===== src/rtl/sm83_idu_seq_if.sv =====
// Request/result bundle between the register-file address bus and the SM83 IDU sequencer.
interface sm83_idu_seq_if;
    localparam int unsigned AW = 16;

    logic          start;
    logic          dec;
    logic [AW-1:0] addr_in;
    logic          ready;
    logic          busy;
    logic          done;
    logic [AW-1:0] addr_out;
    logic          wrap;

    modport master (
        output start, dec, addr_in,
        input  ready, busy, done, addr_out, wrap
    );

    modport slave (
        input  start, dec, addr_in,
        output ready, busy, done, addr_out, wrap
    );
endinterface


===== src/rtl/sm83_idu_seq.sv =====
// Byte-serial 16-bit increment/decrement: low byte first, high byte only on carry/borrow
// (or always, when SKIP_HIGH=0, for fixed latency).
module sm83_idu_seq #(
    parameter bit SKIP_HIGH = 1'b1
) (
    input logic           clk,
    input logic           reset,
    sm83_idu_seq_if.slave bus
);
    localparam int unsigned AW = 16;
    localparam int unsigned BW = 8;

    typedef enum logic [1:0] {
        S_IDLE = 2'd0,
        S_LOW  = 2'd1,
        S_HIGH = 2'd2,
        S_DONE = 2'd3
    } state_e;

    state_e        state_q, state_d;
    logic [AW-1:0] addr_q, addr_d;
    logic          dec_q, dec_d;
    logic          carry_q, carry_d;
    logic          wrap_q, wrap_d;
    logic          ready_q, busy_q, done_q;

    logic [BW-1:0] lo_c, hi_c;
    logic [BW-1:0] lo_nxt_c, hi_nxt_c;

    assign lo_c     = addr_q[BW-1:0];
    assign hi_c     = addr_q[AW-1:BW];
    assign lo_nxt_c = dec_q ? (lo_c - BW'(1)) : (lo_c + BW'(1));
    assign hi_nxt_c = dec_q ? (hi_c - BW'(carry_q)) : (hi_c + BW'(carry_q));

    // Next-state and datapath update
    always_comb begin
        state_d = state_q;
        addr_d  = addr_q;
        dec_d   = dec_q;
        carry_d = carry_q;
        wrap_d  = wrap_q;

        unique case (state_q)
            S_IDLE: begin
                if (bus.start) begin
                    addr_d  = bus.addr_in;
                    dec_d   = bus.dec;
                    carry_d = 1'b0;
                    wrap_d  = 1'b0;
                    state_d = S_LOW;
                end
            end
            S_LOW: begin
                addr_d[BW-1:0] = lo_nxt_c;
                carry_d = (!dec_q && lo_c == 8'hFF) || (dec_q && lo_c == 8'h00);
                if (carry_d || !SKIP_HIGH) begin
                    state_d = S_HIGH;
                end else begin
                    state_d = S_DONE;
                end
            end
            S_HIGH: begin
                addr_d[AW-1:BW] = hi_nxt_c;
                wrap_d  = carry_q && ((!dec_q && hi_c == 8'hFF) || (dec_q && hi_c == 8'h00));
                state_d = S_DONE;
            end
            S_DONE: begin
                state_d = S_IDLE;
            end
            default: begin
                state_d = S_IDLE;
            end
        endcase
    end

    // State, datapath and status registers; status flags decode the next state so they track state_q
    always_ff @(posedge clk) begin
        if (reset) begin
            state_q <= S_IDLE;
            addr_q  <= '0;
            dec_q   <= 1'b0;
            carry_q <= 1'b0;
            wrap_q  <= 1'b0;
            ready_q <= 1'b1;
            busy_q  <= 1'b0;
            done_q  <= 1'b0;
        end else begin
            state_q <= state_d;
            addr_q  <= addr_d;
            dec_q   <= dec_d;
            carry_q <= carry_d;
            wrap_q  <= wrap_d;
            ready_q <= (state_d == S_IDLE);
            busy_q  <= (state_d == S_LOW) || (state_d == S_HIGH);
            done_q  <= (state_d == S_DONE);
        end
    end

    assign bus.ready    = ready_q;
    assign bus.busy     = busy_q;
    assign bus.done     = done_q;
    assign bus.addr_out = addr_q;
    assign bus.wrap     = wrap_q;
endmodule

===== src/flat_wrapper.sv =====
// flat-port wrapper written by rule: the top's interface ports become plain ports
module sm83_idu_seq_flat 
#(
    parameter bit SKIP_HIGH = 1'b1
)
  (clk, reset, bus_start, bus_dec, bus_addr_in, bus_ready, bus_busy, bus_done, bus_addr_out, bus_wrap);
  sm83_idu_seq_if bus_i ();
  input logic clk;
  input logic reset;
  input wire logic [$bits(bus_i.start)-1:0] bus_start;
  input wire logic [$bits(bus_i.dec)-1:0] bus_dec;
  input wire logic [$bits(bus_i.addr_in)-1:0] bus_addr_in;
  output wire logic [$bits(bus_i.ready)-1:0] bus_ready;
  output wire logic [$bits(bus_i.busy)-1:0] bus_busy;
  output wire logic [$bits(bus_i.done)-1:0] bus_done;
  output wire logic [$bits(bus_i.addr_out)-1:0] bus_addr_out;
  output wire logic [$bits(bus_i.wrap)-1:0] bus_wrap;
  assign bus_i.start = bus_start;
  assign bus_i.dec = bus_dec;
  assign bus_i.addr_in = bus_addr_in;
  assign bus_ready = bus_i.ready;
  assign bus_busy = bus_i.busy;
  assign bus_done = bus_i.done;
  assign bus_addr_out = bus_i.addr_out;
  assign bus_wrap = bus_i.wrap;
  sm83_idu_seq #(.SKIP_HIGH(SKIP_HIGH)) u_core (.clk(clk), .reset(reset), .bus(bus_i));
endmodule

===== config.mk =====
export PLATFORM = sky130hd
export DESIGN_NAME = sm83_idu_seq_flat
export DESIGN_NICKNAME = d
export VERILOG_FILES = /design/src/rtl/sm83_idu_seq_if.sv /design/src/rtl/sm83_idu_seq.sv /design/src/flat_wrapper.sv
export SDC_FILE = /design/constraint.sdc
export NUM_CORES = 1
export LEC_CHECK = 0
export BUFFER_PORTS_ARGS = -buffer_cell sky130_fd_sc_hd__clkbuf_2
export CORE_ASPECT_RATIO = 1.2
export CORE_UTILIZATION = 60
export CTS_BUF_LIST = sky130_fd_sc_hd__clkbuf_4 sky130_fd_sc_hd__clkbuf_8
export DETAILED_ROUTE_END_ITERATION = 12
export GPL_TIMING_DRIVEN = 0
export PLACE_DENSITY = 0.93
export SLEW_MARGIN = 5
export SYNTH_ARGS = -nofsm -noshare
export SYNTH_HDL_FRONTEND = slang
export SYNTH_SLANG_ARGS = --single-unit

===== constraint.sdc =====
create_clock -name clk -period 5.5 [get_ports clk]
set_input_delay 1.1 -clock clk [delete_from_list [all_inputs] [get_ports clk]]
set_output_delay 1.1 -clock clk [all_outputs]
set_load 0.005 [all_outputs]

==> impl_metrics.tcl <==
set metrics [dict create \
    outcome "complete, no violations" \
    clk-insertion-delay-late_ns 0.32 \
    syn_inst 213 \
    relSlewSlack 0.635 \
    p_int_w 0.000642 \
    viasPerCell 5.85 \
    post_dp_cell_area_um2 2030 \
    routabilityCongestion 0.797 \
    totalWireLength_mm 4.19 \
    critPathCaptureType "flip-flop" \
    dr_total_vias 1697 \
    port_buffers 39 \
    rows 21 \
    synth_edf_count 0 \
    drt_iter0_markers 51 \
    postCtsSetupBuffers 0 \
    synth_fp_nets 253 \
    grt_pass1_wl_mm 6.80 \
    whs_path_depth 2 \
    clkTransAtPathRegs_ns 0.15 \
    grt_use_total 0.281 \
    crit_path_start_kind "flip-flop" \
    power.share.sequential 0.280 \
    p_sw_w 0.000536 \
    yosysWarnings 0 \
    setup_tns_ns 0 \
    r2r_cells 9 \
    final_common_cell "clkbuf_2" \
    hold_slack_ns 0.534 \
    syn_avg_cell_area_um2 8.42 \
    clock_skew_ns 0.00703 \
    async_flop_share 0 \
    max_cap_violations 0 \
    start_util 0.638 \
    cellPowerDensity_nw_per_um2 566 \
    hp-class "reg2reg" \
    fmax_ghz 0.382 \
    rsz0062_at_grt "false" \
    root_buffer "clkbuf_4" \
    io_pins 40 \
    setup_viol 0 \
    tritoncts "done" \
    crit_type "reg2reg" \
    ant_nets 0 \
    synth_area_um2 1790 \
    htreeDepth 1 \
    final_cell_mix "clkbuf_2 (39), dfxtp_1 (24), nor2_1 (22)" \
    arrival_ns 2.87 \
    syn_to_final_growth_pct 16.2 \
    wire_per_inst_um 14.4 \
    reg2reg_from "u_core.dec_q" \
    clockPowerShare 0.111 \
    crit_path_max_fanout 10 \
    cts_resized 0 \
    timing.rr.end "u_core.bus.addr_out[15]" \
    hp-start "u_core.bus.addr_out[10]" \
    fp.dieArea_um2 3210 \
    ys_ff_latch 24 \
    min_to "u_core.bus.addr_out[10]" \
    critPathRequiredTime_ns 5.76 \
    grt_overflow 0 \
    finalNetCount 297 \
    ys_seq_area_frac 0.268 \
    hold_violations 0 \
    ys_types 50 \
    share_comb_of_total_power 0.609 \
    die_y_um 61.9 \
    max-vdd-ir-drop_uv 347 \
    leakage_nw 0.887 \
    clkSinkCount 24 \
    cts.path.max_buffers 2 \
    hold_buffers 0 \
    fin_area_um2 2080 \
    core_area_um2 2810 \
    period_share 0.476 \
    first_global_vias 1548 \
    chipWidth_um 51.9 \
    worst_pin_slew_ns 0.547 \
    p_sw_frac 0.455 \
    layout-drive-gt1-share 0.234 \
    num_antenna_cells 0 \
    first_pass_iters 4 \
    numCtsBuffers 3 \
    antenna_found_initial 0 \
    slew_viol_final 0 \
    ys.flop_type "dfxtp_1" \
    hpwlAfterDp_mm 3.20 \
    ff2ff_setup_slack_ns 2.88 \
    remaining_drc_errors 0 \
    layout_min_cycle_time_ns 2.62 \
    grt_max_degree 15 \
]
## worst max-delay path: stages (launching register included)
cell	delay [ns]
dfxtp_1	0.49
buf_2	0.28
nand2b_1	0.39
ha_1	0.39
a21oi_1	0.28
o211ai_1	0.14
a31oi_1	0.25
o211ai_1	0.11
o31a_1	0.12
o22ai_1	0.11
## worst max-delay path by stage
stage                     slack (ns)         start  depth (start not counted)                 endpoint
after global placement          2.99  u_core.dec_q                          9  u_core.bus.addr_out[14]
final                           2.88  u_core.dec_q                          9  u_core.bus.addr_out[15]
after global routing            2.67  u_core.dec_q                          9  u_core.bus.addr_out[15]
after floorplan                 3.25  u_core.dec_q                          9  u_core.bus.addr_out[14]
after detailed placement        2.90  u_core.dec_q                          9  u_core.bus.addr_out[15]
after CTS                       2.88  u_core.dec_q                          9  u_core.bus.addr_out[15]
## cell families after synthesis
logic type,after synthesis,synth area share
compound gates,64,0.251
buf+inv,19,0.0551
simple gates,71,0.199
fa+ha+maj,20,0.148
mux,7,0.0398
xor+xnor,8,0.0391
flops,24,0.268
## synthesized netlist by cell type, drive strengths merged, types with 6 or more instances
library cell / count / area, µm²
nand2: 14 / 55.1
ha: 18 / 225
inv: 11 / 43.8
o21ai: 9 / 60.1
a211oi: 13 / 103
xnor2: 6 / 52.6
dfxtp: 24 / 480
nand2b: 7 / 46.3
a21oi: 20 / 104
o211ai: 6 / 45.0
mux2i: 6 / 60.1
nor2: 22 / 82.6
## registers in the layout, summed over array words and instances, names as in the netlist
name                 count
u_core.bus.busy          1
u_core.bus.done          1
u_core.bus.wrap          1
u_core.bus.ready         1
u_core.state_q           2
u_core.carry_q           1
u_core.dec_q             1
u_core.bus.addr_out     16
## layout make-up
class                   count  area (µm²)
flip-flops and latches     24         480
well taps                  34        42.5
multi-input cells         170        1210
clock inverters             1        30.0
plain buffers               8        55.1
inverters                  11        43.8
fillers                   225         728
repair buffers             39         195
clock buffers               3        22.5
## routing by layer
layer	share of wire	GRT usage
met5	0	0
met1	0.43	0.331
met2	0.52	0.540
met3	0.043	0.0268
met4	0.0098	0.0695
## power groups by stage
stage	registers, W	clock network, W	logic, W
2_1_floorplan	0.000321	0	0.000530
3_3_place_gp	0.000331	0	0.000678
3_5_place_dp	0.000333	0	0.000707
4_1_cts	0.000329	0.000131	0.000718
5_1_grt	0.000344	0.000141	0.000805
6_report	0.000330	0.000131	0.000718
## metrics by stage
stage / cells / setup slack [ns] / util / power, W
CTS: 290 / 2.88 / 0.741 / 0.00118
floorplan: 213 / 3.25 / - / 0.000851
global route: 290 / 2.67 / 0.741 / 0.00129
finish: 290 / 2.88 / 0.741 / 0.00118
detailed placement: 286 / 2.90 / 0.722 / 0.00104
global placement: 286 / 2.99 / 0.722 / 0.00101
No activity file was read; power rests on OpenSTA's default activity.
